[src/rtl/game_pkg.sv]
// Shared types and the per-level configuration table for the game sequencer.
package game_pkg;

    localparam int unsigned TIME_W    = 27;
    localparam int unsigned SMALL_W   = 3;
    localparam int unsigned TBL_N     = 4;
    localparam int unsigned TBL_IDX_W = 2;

    typedef enum logic [2:0] {
        ST_IDLE,
        ST_PAUSE,
        ST_ACK,
        ST_RUN,
        ST_EVAL,
        ST_GAME_OVER,
        ST_WIN
    } state_t;

    typedef struct packed {
        logic [TIME_W-1:0]  interval;
        logic [TIME_W-1:0]  duration;
        logic [SMALL_W-1:0] molenum;
        logic [SMALL_W-1:0] req_hits;
    } level_cfg_t;

    // Index 0 (rightmost) is level 0.
    localparam logic [TBL_N-1:0][TIME_W-1:0] INTERVAL_TBL =
        {27'd20_000_000, 27'd30_000_000, 27'd40_000_000, 27'd50_000_000};
    localparam logic [TBL_N-1:0][TIME_W-1:0] DURATION_TBL =
        {27'd30_000_000, 27'd45_000_000, 27'd60_000_000, 27'd75_000_000};
    localparam logic [TBL_N-1:0][SMALL_W-1:0] MOLENUM_TBL  = {3'd6, 3'd5, 3'd4, 3'd3};
    localparam logic [TBL_N-1:0][SMALL_W-1:0] REQ_HITS_TBL = {3'd5, 3'd4, 3'd3, 3'd2};

endpackage

[src/rtl/level_cfg.sv]
// Combinational level -> configuration lookup; levels past the table reuse the last entry.
module level_cfg
    import game_pkg::*;
(
    input  logic [SMALL_W-1:0] i_level,
    output level_cfg_t         o_cfg_c
);

    logic [TBL_IDX_W-1:0] w_idx;

    assign w_idx = (i_level >= SMALL_W'(TBL_N)) ? TBL_IDX_W'(TBL_N - 1)
                                                : i_level[TBL_IDX_W-1:0];

    always_comb begin
        o_cfg_c.interval = INTERVAL_TBL[w_idx];
        o_cfg_c.duration = DURATION_TBL[w_idx];
        o_cfg_c.molenum  = MOLENUM_TBL[w_idx];
        o_cfg_c.req_hits = REQ_HITS_TBL[w_idx];
    end

endmodule

[src/rtl/game_ctrl.sv]
// Game-level sequencer: paces rounds, counts hits, and tracks level, lives, score, win and game over.
module game_ctrl
    import game_pkg::*;
#(
    parameter int unsigned NUM_LEVELS   = 4,
    parameter int unsigned INIT_LIVES   = 3,
    parameter int unsigned SCORE_W      = 10,
    parameter int unsigned PAUSE_CYCLES = 50_000_000,
    parameter int unsigned ACK_TIMEOUT  = 4
) (
    input  logic               clk,
    input  logic               rst,
    input  logic               start_btn,
    input  logic               hit_success,
    input  logic               round_over,
    output logic               round_start,
    output logic [TIME_W-1:0]  interval,
    output logic [TIME_W-1:0]  duration,
    output logic [SMALL_W-1:0] molenum,
    output logic [SMALL_W-1:0] level,
    output logic [1:0]         lives,
    output logic [SCORE_W-1:0] score,
    output logic               game_over,
    output logic               game_win,
    output logic               busy
);

    localparam int unsigned CNT_W   = $clog2(PAUSE_CYCLES + 1);
    localparam int unsigned ACK_W   = $clog2(ACK_TIMEOUT + 1);
    localparam int unsigned LIVES_W = 2;

    localparam logic [CNT_W-1:0]   PAUSE_LOAD = CNT_W'(PAUSE_CYCLES - 1);
    localparam logic [ACK_W-1:0]   ACK_LAST   = ACK_W'(ACK_TIMEOUT - 1);
    localparam logic [SMALL_W-1:0] LAST_LEVEL = SMALL_W'(NUM_LEVELS - 1);
    localparam logic [LIVES_W-1:0] LIVES_INIT = LIVES_W'(INIT_LIVES);

    state_t               r_state, w_state_nxt;
    logic [CNT_W-1:0]     r_cnt, w_cnt_nxt;
    logic [ACK_W-1:0]     r_ack, w_ack_nxt;
    logic [SMALL_W-1:0]   r_level, w_level_nxt;
    logic [LIVES_W-1:0]   r_lives, w_lives_nxt;
    logic [SCORE_W-1:0]   r_score, w_score_nxt;
    logic [SMALL_W-1:0]   r_hits, w_hits_nxt;
    logic                 r_round_start, w_round_start_nxt;
    logic                 r_game_over, w_game_over_nxt;
    logic                 r_game_win, w_game_win_nxt;
    logic                 r_busy, w_busy_nxt;
    level_cfg_t           r_cfg, w_cfg_c;

    level_cfg u_level_cfg (
        .i_level (r_level),
        .o_cfg_c (w_cfg_c)
    );

    always_ff @(posedge clk or negedge rst) begin
        if (!rst) begin
            r_state        <= ST_IDLE;
            r_cnt          <= '0;
            r_ack          <= '0;
            r_level        <= '0;
            r_lives        <= LIVES_INIT;
            r_score        <= '0;
            r_hits         <= '0;
            r_round_start  <= 1'b0;
            r_game_over    <= 1'b0;
            r_game_win     <= 1'b0;
            r_busy         <= 1'b0;
            r_cfg.interval <= INTERVAL_TBL[0];
            r_cfg.duration <= DURATION_TBL[0];
            r_cfg.molenum  <= MOLENUM_TBL[0];
            r_cfg.req_hits <= REQ_HITS_TBL[0];
        end else begin
            r_state       <= w_state_nxt;
            r_cnt         <= w_cnt_nxt;
            r_ack         <= w_ack_nxt;
            r_level       <= w_level_nxt;
            r_lives       <= w_lives_nxt;
            r_score       <= w_score_nxt;
            r_hits        <= w_hits_nxt;
            r_round_start <= w_round_start_nxt;
            r_game_over   <= w_game_over_nxt;
            r_game_win    <= w_game_win_nxt;
            r_busy        <= w_busy_nxt;
            r_cfg         <= w_cfg_c;
        end
    end

    // Next-state and next-register logic; status flags derive from the next state.
    always_comb begin
        w_state_nxt       = r_state;
        w_cnt_nxt         = r_cnt;
        w_ack_nxt         = r_ack;
        w_level_nxt       = r_level;
        w_lives_nxt       = r_lives;
        w_score_nxt       = r_score;
        w_hits_nxt        = r_hits;
        w_round_start_nxt = 1'b0;

        case (r_state)
            ST_IDLE, ST_GAME_OVER, ST_WIN: begin
                if (start_btn) begin
                    w_state_nxt = ST_PAUSE;
                    w_cnt_nxt   = PAUSE_LOAD;
                    w_level_nxt = '0;
                    w_lives_nxt = LIVES_INIT;
                    w_score_nxt = '0;
                    w_hits_nxt  = '0;
                end
            end
            ST_PAUSE: begin
                if (r_cnt != '0) begin
                    w_cnt_nxt = r_cnt - CNT_W'(1);
                end else if (round_over) begin
                    w_round_start_nxt = 1'b1;
                    w_ack_nxt         = '0;
                    w_state_nxt       = ST_ACK;
                end
            end
            ST_ACK: begin
                if (!round_over) begin
                    w_state_nxt = ST_RUN;
                end else if (r_ack == ACK_LAST) begin
                    w_state_nxt = ST_PAUSE;
                    w_cnt_nxt   = PAUSE_LOAD;
                end else begin
                    w_ack_nxt = r_ack + ACK_W'(1);
                end
            end
            ST_RUN: begin
                // A hit coinciding with round_over rising still counts.
                if (hit_success) begin
                    if (r_hits != '1)  w_hits_nxt  = r_hits + SMALL_W'(1);
                    if (r_score != '1) w_score_nxt = r_score + SCORE_W'(1);
                end
                if (round_over) w_state_nxt = ST_EVAL;
            end
            ST_EVAL: begin
                w_hits_nxt = '0;
                if (r_hits >= r_cfg.req_hits) begin
                    if (r_level == LAST_LEVEL) begin
                        w_state_nxt = ST_WIN;
                    end else begin
                        w_level_nxt = r_level + SMALL_W'(1);
                        w_cnt_nxt   = PAUSE_LOAD;
                        w_state_nxt = ST_PAUSE;
                    end
                end else if (r_lives > LIVES_W'(1)) begin
                    w_lives_nxt = r_lives - LIVES_W'(1);
                    w_cnt_nxt   = PAUSE_LOAD;
                    w_state_nxt = ST_PAUSE;
                end else begin
                    w_lives_nxt = '0;
                    w_state_nxt = ST_GAME_OVER;
                end
            end
            default: w_state_nxt = ST_IDLE;
        endcase

        w_game_over_nxt = (w_state_nxt == ST_GAME_OVER);
        w_game_win_nxt  = (w_state_nxt == ST_WIN);
        w_busy_nxt      = !(w_state_nxt inside {ST_IDLE, ST_GAME_OVER, ST_WIN});
    end

    assign round_start = r_round_start;
    assign interval    = r_cfg.interval;
    assign duration    = r_cfg.duration;
    assign molenum     = r_cfg.molenum;
    assign level       = r_level;
    assign lives       = r_lives;
    assign score       = r_score;
    assign game_over   = r_game_over;
    assign game_win    = r_game_win;
    assign busy        = r_busy;

endmodule

[config.mk]
export PLATFORM = sky130hd
export DESIGN_NAME = game_ctrl
export DESIGN_NICKNAME = d
export VERILOG_FILES = /design/src/rtl/game_pkg.sv /design/src/rtl/level_cfg.sv /design/src/rtl/game_ctrl.sv
export SDC_FILE = /design/constraint.sdc
export NUM_CORES = 1
export LEC_CHECK = 0
export ABC_AREA = 1
export CAP_MARGIN = 20
export CORE_MARGIN = 8
export CORE_UTILIZATION = 53
export DETAILED_ROUTE_END_ITERATION = 10
export PLACE_DENSITY = 0.81
export REMOVE_ABC_BUFFERS = 1
export SETUP_SLACK_MARGIN = 0.02
export SYNTH_ARGS = -nofsm -noshare
export SYNTH_HDL_FRONTEND = slang
export SYNTH_SLANG_ARGS = --single-unit
[constraint.sdc]
create_clock -name clk -period 2.15 [get_ports clk]
set_input_delay 0.215 -clock clk [delete_from_list [all_inputs] [get_ports clk]]
set_output_delay 0.215 -clock clk [all_outputs]
set_load 0.01 [all_outputs]
== Yosys cells after proc, flatten, opt, wreduce, memory -nomap -nowiden ==
Cells that the tools add are included.

* Add/sub/neg operators: 6
* Multipliers: 0
* Div/mod/pow operators: 0
* Magnitude comparators: 4
* Eq/ne operators: 27
* Shift operators: 0
* Muxes and demuxes: 50
* Bitwise operators: 0
* Reductions and logical operators: 17

{| class="wikitable"
|+ Operators with widths
! kind !! count
|-
| $mux W26 || 7
|-
| $bmux W27 S2 || 2
|-
| $pmux W26 S4 || 1
|-
| $mux W3 || 20
|-
| $mux W27 || 2
|-
| $mux W10 || 3
|-
| $ne A2 B2 Y1 const B || 13
|-
| $reduce_bool A26 Y1 || 1
|-
| $sub A26 B1 Y26 const B || 1
|-
| $pmux W10 S2 || 1
|-
| $eq A3 B3 Y1 const B || 5
|-
| $pmux W3 S5 || 1
|-
| $bmux W3 S2 || 2
|-
| $eq A3 B2 Y1 const B || 4
|-
| $pmux W3 S2 || 2
|-
| $reduce_and A4 Y1 || 3
|-
| $add A10 B1 Y10 const B || 1
|-
| $ne A10 B10 Y1 const B || 1
|-
| $add A3 B1 Y3 const B || 3
|-
| $ne A3 B3 Y1 const B || 3
|-
| $pmux W3 S3 || 1
|-
| $mux W2 || 4
|-
| $reduce_and A7 Y1 || 1
|-
| $logic_not A3 Y1 || 2
|-
| 15 further kinds || 20
|}

* Flip-flop bits (word level): 114
* Latch bits: 0
* Bits in writable memories: 0
* Bits in read-only memories: 0
* Input bits: 5
* Output and inout bits: 76
* Logic and storage cells: 119
* Memories kept: 0

== Depth between registers and ports, before layout ==
Gate-level depths: netlist of run 1.

* Depth after elaboration: 7
* Depth in mapped cells: 13

== Hierarchy ==
A second synthesis of run 1 with hierarchy kept.

* Cells, all modules: 667
* Area, all modules: 5,904.4 µm²

{| class="wikitable"
|+ Modules (own cells, without submodules)
! module !! instances !! cells an instance !! area an instance (µm²) !! seq. area each (µm²)
|-
| game_ctrl || 1 || 600 || 5,442.7 || 2,886.5
|-
| level_cfg || 1 || 67 || 461.7 || 0.0
|}

== Worst setup path before layout of run 1 ==
Ideal clock, no wire load.

* Path type: flip-flop to flip-flop
* From: reg r_cfg[1] (netlist name)
* To: reg r_cnt[7]
* Library setup time: 0.118 ns
* Data arrival time: 1.862 ns
* Required time: 2.032 ns
* Slack: 0.171 ns
* Cell stages (with the launch flop): 13
* Buffers on the path: 1
* Clock period less this slack: 1.979 ns
* Path through: dfstp_2 -> inv_1 -> ha_1 -> nand3_1 -> nand3_1 -> nor2_4 -> nand2_1 -> and2_4 -> nand3_4 -> inv_2 -> buf_6 -> nand3_1 -> nand2_1

* Word-level cells in the longest chain between the ends: 3

{| class="wikitable"
|+ Ends and longest elaborated chain
! item !! line !! RTL
|-
| start, declared || game_ctrl.sv:48 || <nowiki>level_cfg_t r_cfg, w_cfg_c;</nowiki>
|-
| start signal, assigned || game_ctrl.sv:84 || <nowiki>r_cfg <= w_cfg_c;</nowiki>
|-
| $ge A3 B3 Y1 (*) || game_ctrl.sv:139 || <nowiki>if (r_hits >= r_cfg.req_hits) begin</nowiki>
|-
| $ne A3 B3 Y1 (no source line) / $mux W26 (equally long branches) || - ||
|-
| $reduce_and A7 Y1 (no source line) / $pmux W26 S4 (equally long branches) || - ||
|-
| end signal, assigned || game_ctrl.sv:74 || <nowiki>r_cnt <= w_cnt_nxt;</nowiki>
|-
| end, declared || game_ctrl.sv:38 || <nowiki>logic [CNT_W-1:0] r_cnt, w_cnt_nxt;</nowiki>
|}

Mark *: on every way between the ends. The rest lies on a longest branch, timed or not.
A chain may end at the register's enable or synchronous reset.

== Worst setup path after layout of run 1 ==
* From: reg r_cfg[1] (netlist name)
* To: reg r_cnt[0]

Same word-level chain as after synthesis.

==> results of run 1 <==
cells by family (layout without fill, tap and decap cells):
logic type,Yosys count,count (layout)
AOI/OAI and AO/OA,46,46
xor gates and xnor gates,23,23
adders and majority gates,19,19
buffers and inverters,101,139
DFF,67,67
other,1,16
and+or+nand+nor,292,292
sequential cells by signal, indices dropped and copies added, names as in the netlist:
register     count
busy             1
duration         5
game_over        1
game_win         1
interval         4
level            3
lives            2
molenum          2
r_ack            3
r_cfg            2
r_cnt           26
r_hits           3
r_state          3
round_start      1
score           10
layer usage:
| metal | up-vias | part of all wire, % | GRT usage, % | wire length (um) |
|---|---|---|---|---|
| met2 | 154 | 49 | 29.8 | 4820 |
| met5 | - | 0 | 0 | 0 |
| met1 | 1672 | 41 | 19.8 | 4070 |
| li1 | 1773 | - | - | - |
| met3 | 25 | 7.8 | 5.90 | 775 |
| met4 | 0 | 2.7 | 7.44 | 264 |
final timing paths:
kind                                       from                endpoint  slack, ns  cells past startpoint
min                                         rst    r_cnt[1]$_DFFE_PN0P_       0.40                      3
max reg2reg                  r_cfg[1]$_DFF_PN1_    r_cnt[0]$_DFFE_PN0P_       0.13                     11
min in group clk           r_cnt[0]$_DFFE_PN0P_    r_cnt[0]$_DFFE_PN0P_       0.49                      2
max in group asynchronous                   rst  interval[21]$_DFF_PN1_       1.41                      3
min reg2reg                r_cnt[0]$_DFFE_PN0P_    r_cnt[0]$_DFFE_PN0P_       0.49                      2
max                          r_cfg[1]$_DFF_PN1_    r_cnt[0]$_DFFE_PN0P_       0.13                     11
through the flow:
stage                     hold WS, ns  power [uW]  setup slack, ns
final                           0.403        5130            0.135
after detailed placement        0.261        4100           0.0373
after floorplan               -0.0806        3080           -0.111
after global routing            0.442        5510           0.0187
after global placement          0.261        4020            0.104
after CTS                       0.420        5090           0.0239
power groups by stage:
stage	Sequential, uW	Combinational, uW	Clock (uW)
after floorplan	2050	1030	0
after global placement	1930	2090	0
after detailed placement	1950	2150	0
after CTS	1930	2160	988
after global routing	1990	2470	1050
final	1940	2230	965
final cells by class:
| class | count | area share, % |
|---|---|---|
| multi-input cells | 396 | 40.7 |
| flip-flops and latches | 67 | 33.8 |
| clock inverters | 4 | 0.501 |
| clock buffers | 12 | 3.11 |
| repair buffers | 74 | 15.6 |
| inverters | 49 | 3.78 |
| well taps | 102 | 2.56 |
worst max-delay path: cells and delay by family (launching register included):
kind | cells | cell delay, ns
and+or+nand+nor | 7 | 0.73
DFF | 1 | 0.53
adders and majority gates | 1 | 0.30
buffers and inverters | 2 | 0.26
AOI/OAI and AO/OA | 1 | 0.07
layout by cell type (no fill, tap or decap), drive strengths merged, types with 2 or more instances in the layout:
cell type and n:
o21ai 30, ha 19, xor2 16, clkbuf 14, xnor2 7, nand2 145
clkinvlp 2, a22oi 2, clkinv 3, conb 16, a21oi 8, nor2 89
clkdlybuf4s50 63, nor3 10, nand4 10, dfstp 9, nand3 34, buf 8
o21a 3, dfrtp 58, inv 48
timing repair:
action	in CTS	in global routing
hold endpoints to repair	58	0
hold buffers	1	0
setup endpoints to repair	0	27
buffers inserted	0	1
gates resized for setup	0	10
==> impl_metrics.env, run 1 <==
export IMPL_cp_data_required_time_ns=2.38
export IMPL_vias=3624
export IMPL_yosysTopAreaCellShare_pct=34.5
export IMPL_cp_end_kind="flop"
export IMPL_worstPathCellList="inv_1, ha_1, nand3_1, nand3_4, nor2_4, nand2_1, and2_4, nand3_4, clkbuf_16, nand2_1, o21ai_0"
export IMPL_synth_xor_xnor_area_share_pct=4.78
export IMPL_synth_most_common_cell="nand2_1"
export IMPL_synth_top_family_by_area="simple AND/OR/NAND/NOR gates"
export IMPL_fin_crit_ns=2.02
export IMPL_p_int_uw=3110
export IMPL_drc=0
export IMPL_cp_arrival_ns=2.24
export IMPL_synth_top_area_cell="dfrtp_1"
export IMPL_cts_root_buffer="clkbuf_8"
export IMPL_cts_tree="yes"
export IMPL_fin_setup_tns_ns=0
export IMPL_dr_pass1_iters=5
export IMPL_setup_violations_final=0
export IMPL_synthTopCellsByArea="dfrtp_1, nand2_1, buf_4"
export IMPL_final_area_um2=4990
export IMPL_hold_class="input port to asynchronous set/reset pin"
export IMPL_min_period_over_period_pct=93.7
export IMPL_synthMuxAreaShare_pct=0
export IMPL_synth_edf_count=0
export IMPL_clkSinkCount=67
export IMPL_p_per_area_nw_per_um2=1030
export IMPL_slowest_stage="dfstp_2"
export IMPL_die_area_um2=11100
export IMPL_cts_buffers=9
export IMPL_syn_inst=549
export IMPL_die_w_um=105
export IMPL_core_region_area_um2=7730
export IMPL_place_congestion=0.940
export IMPL_overflow=0
export IMPL_wire_per_inst_um=14.1
export IMPL_switchingPower_uw=2020
export IMPL_port_buffers=64
export IMPL_syn2layout_area_growth_pct=18.6
export IMPL_dpl_instance_area_um2=4700
export IMPL_peakVddDrop_v=0.000803
export IMPL_dp_hpwl_um=6970
export IMPL_cts_htree_levels=3
export IMPL_core_rowCount=32
export IMPL_viasPerCell=5.15
export IMPL_syn_area_per_cell_um2=7.67
export IMPL_dp_cells=683
export IMPL_grt_pass1_vias=3562
export IMPL_rsz0062_at_grt="no"
export IMPL_io_pins=81
export IMPL_async_flop_share_pct=100
export IMPL_diodes=0
export IMPL_p_leak_uw=0.00234
export IMPL_clk_pin_slew_ns=0.08
export IMPL_synth_commonest_cells="nand2_1, nor2_1, dfrtp_1"
export IMPL_ys_seq_area_share_pct=40.1
export IMPL_grt_usage_pct=17.6
export IMPL_finalClockSkew_ns=0.00832
export IMPL_nFillCells=623
export IMPL_regArea_um2=1690
export IMPL_clockBufferDepth=2
export IMPL_grt_max_degree=68
export IMPL_crit_path_start_kind="flop"
export IMPL_maxSlewViolCount=0
export IMPL_drt_iter0_drc=245
export IMPL_ant_nets=0
export IMPL_multi_input_area_um2=2030
export IMPL_cap_violations=0
export IMPL_antenna_found_initial=0
export IMPL_num_nets_final=621
export IMPL_start_util_pct=54.5
export IMPL_seqPwrFrac_pct=37.7
export IMPL_synth_compound_area_share_pct=6.06
export IMPL_drive_gt1_share_pct=9.63
export IMPL_outcome="complete, no violations"
export IMPL_cp_max_fo=9
export IMPL_switching_share_pct=39.4
export IMPL_finalWirelength_um=9920
export IMPL_yosysWarnings=0
export IMPL_max_freq_ghz=0.496
export IMPL_grt_pass1_wl_um=16100
export IMPL_synthSimpleGateAreaFrac_pct=29.7
export IMPL_synth_adder_area_share_pct=5.64
export IMPL_ys_ff_latch=67
export IMPL_pwr_share_clk_pct=18.8
export IMPL_postLayoutCoreUtil_pct=64.6
export IMPL_synthFlopType="dfrtp_1"
export IMPL_die_h_um=105
export IMPL_worst_setup_path_type="flop to flop"
export IMPL_netlist_area_um2=4210
export IMPL_instances_no_fill=704
export IMPL_ys_types=37
export IMPL_insertion_delay_ns=0.35
export IMPL_hold_viol_final=0
export IMPL_slowest_delay_ns=0.53
export IMPL_combPwrFrac_pct=43.5
No activity file was read; power rests on OpenSTA's default activity.
==> run 2: changes to the inputs <==
TNS_END_PERCENT = 30   (was not set)
==> results of run 2 <==
Same layout as run 1: the final DEF is identical, and so are final timing and power.
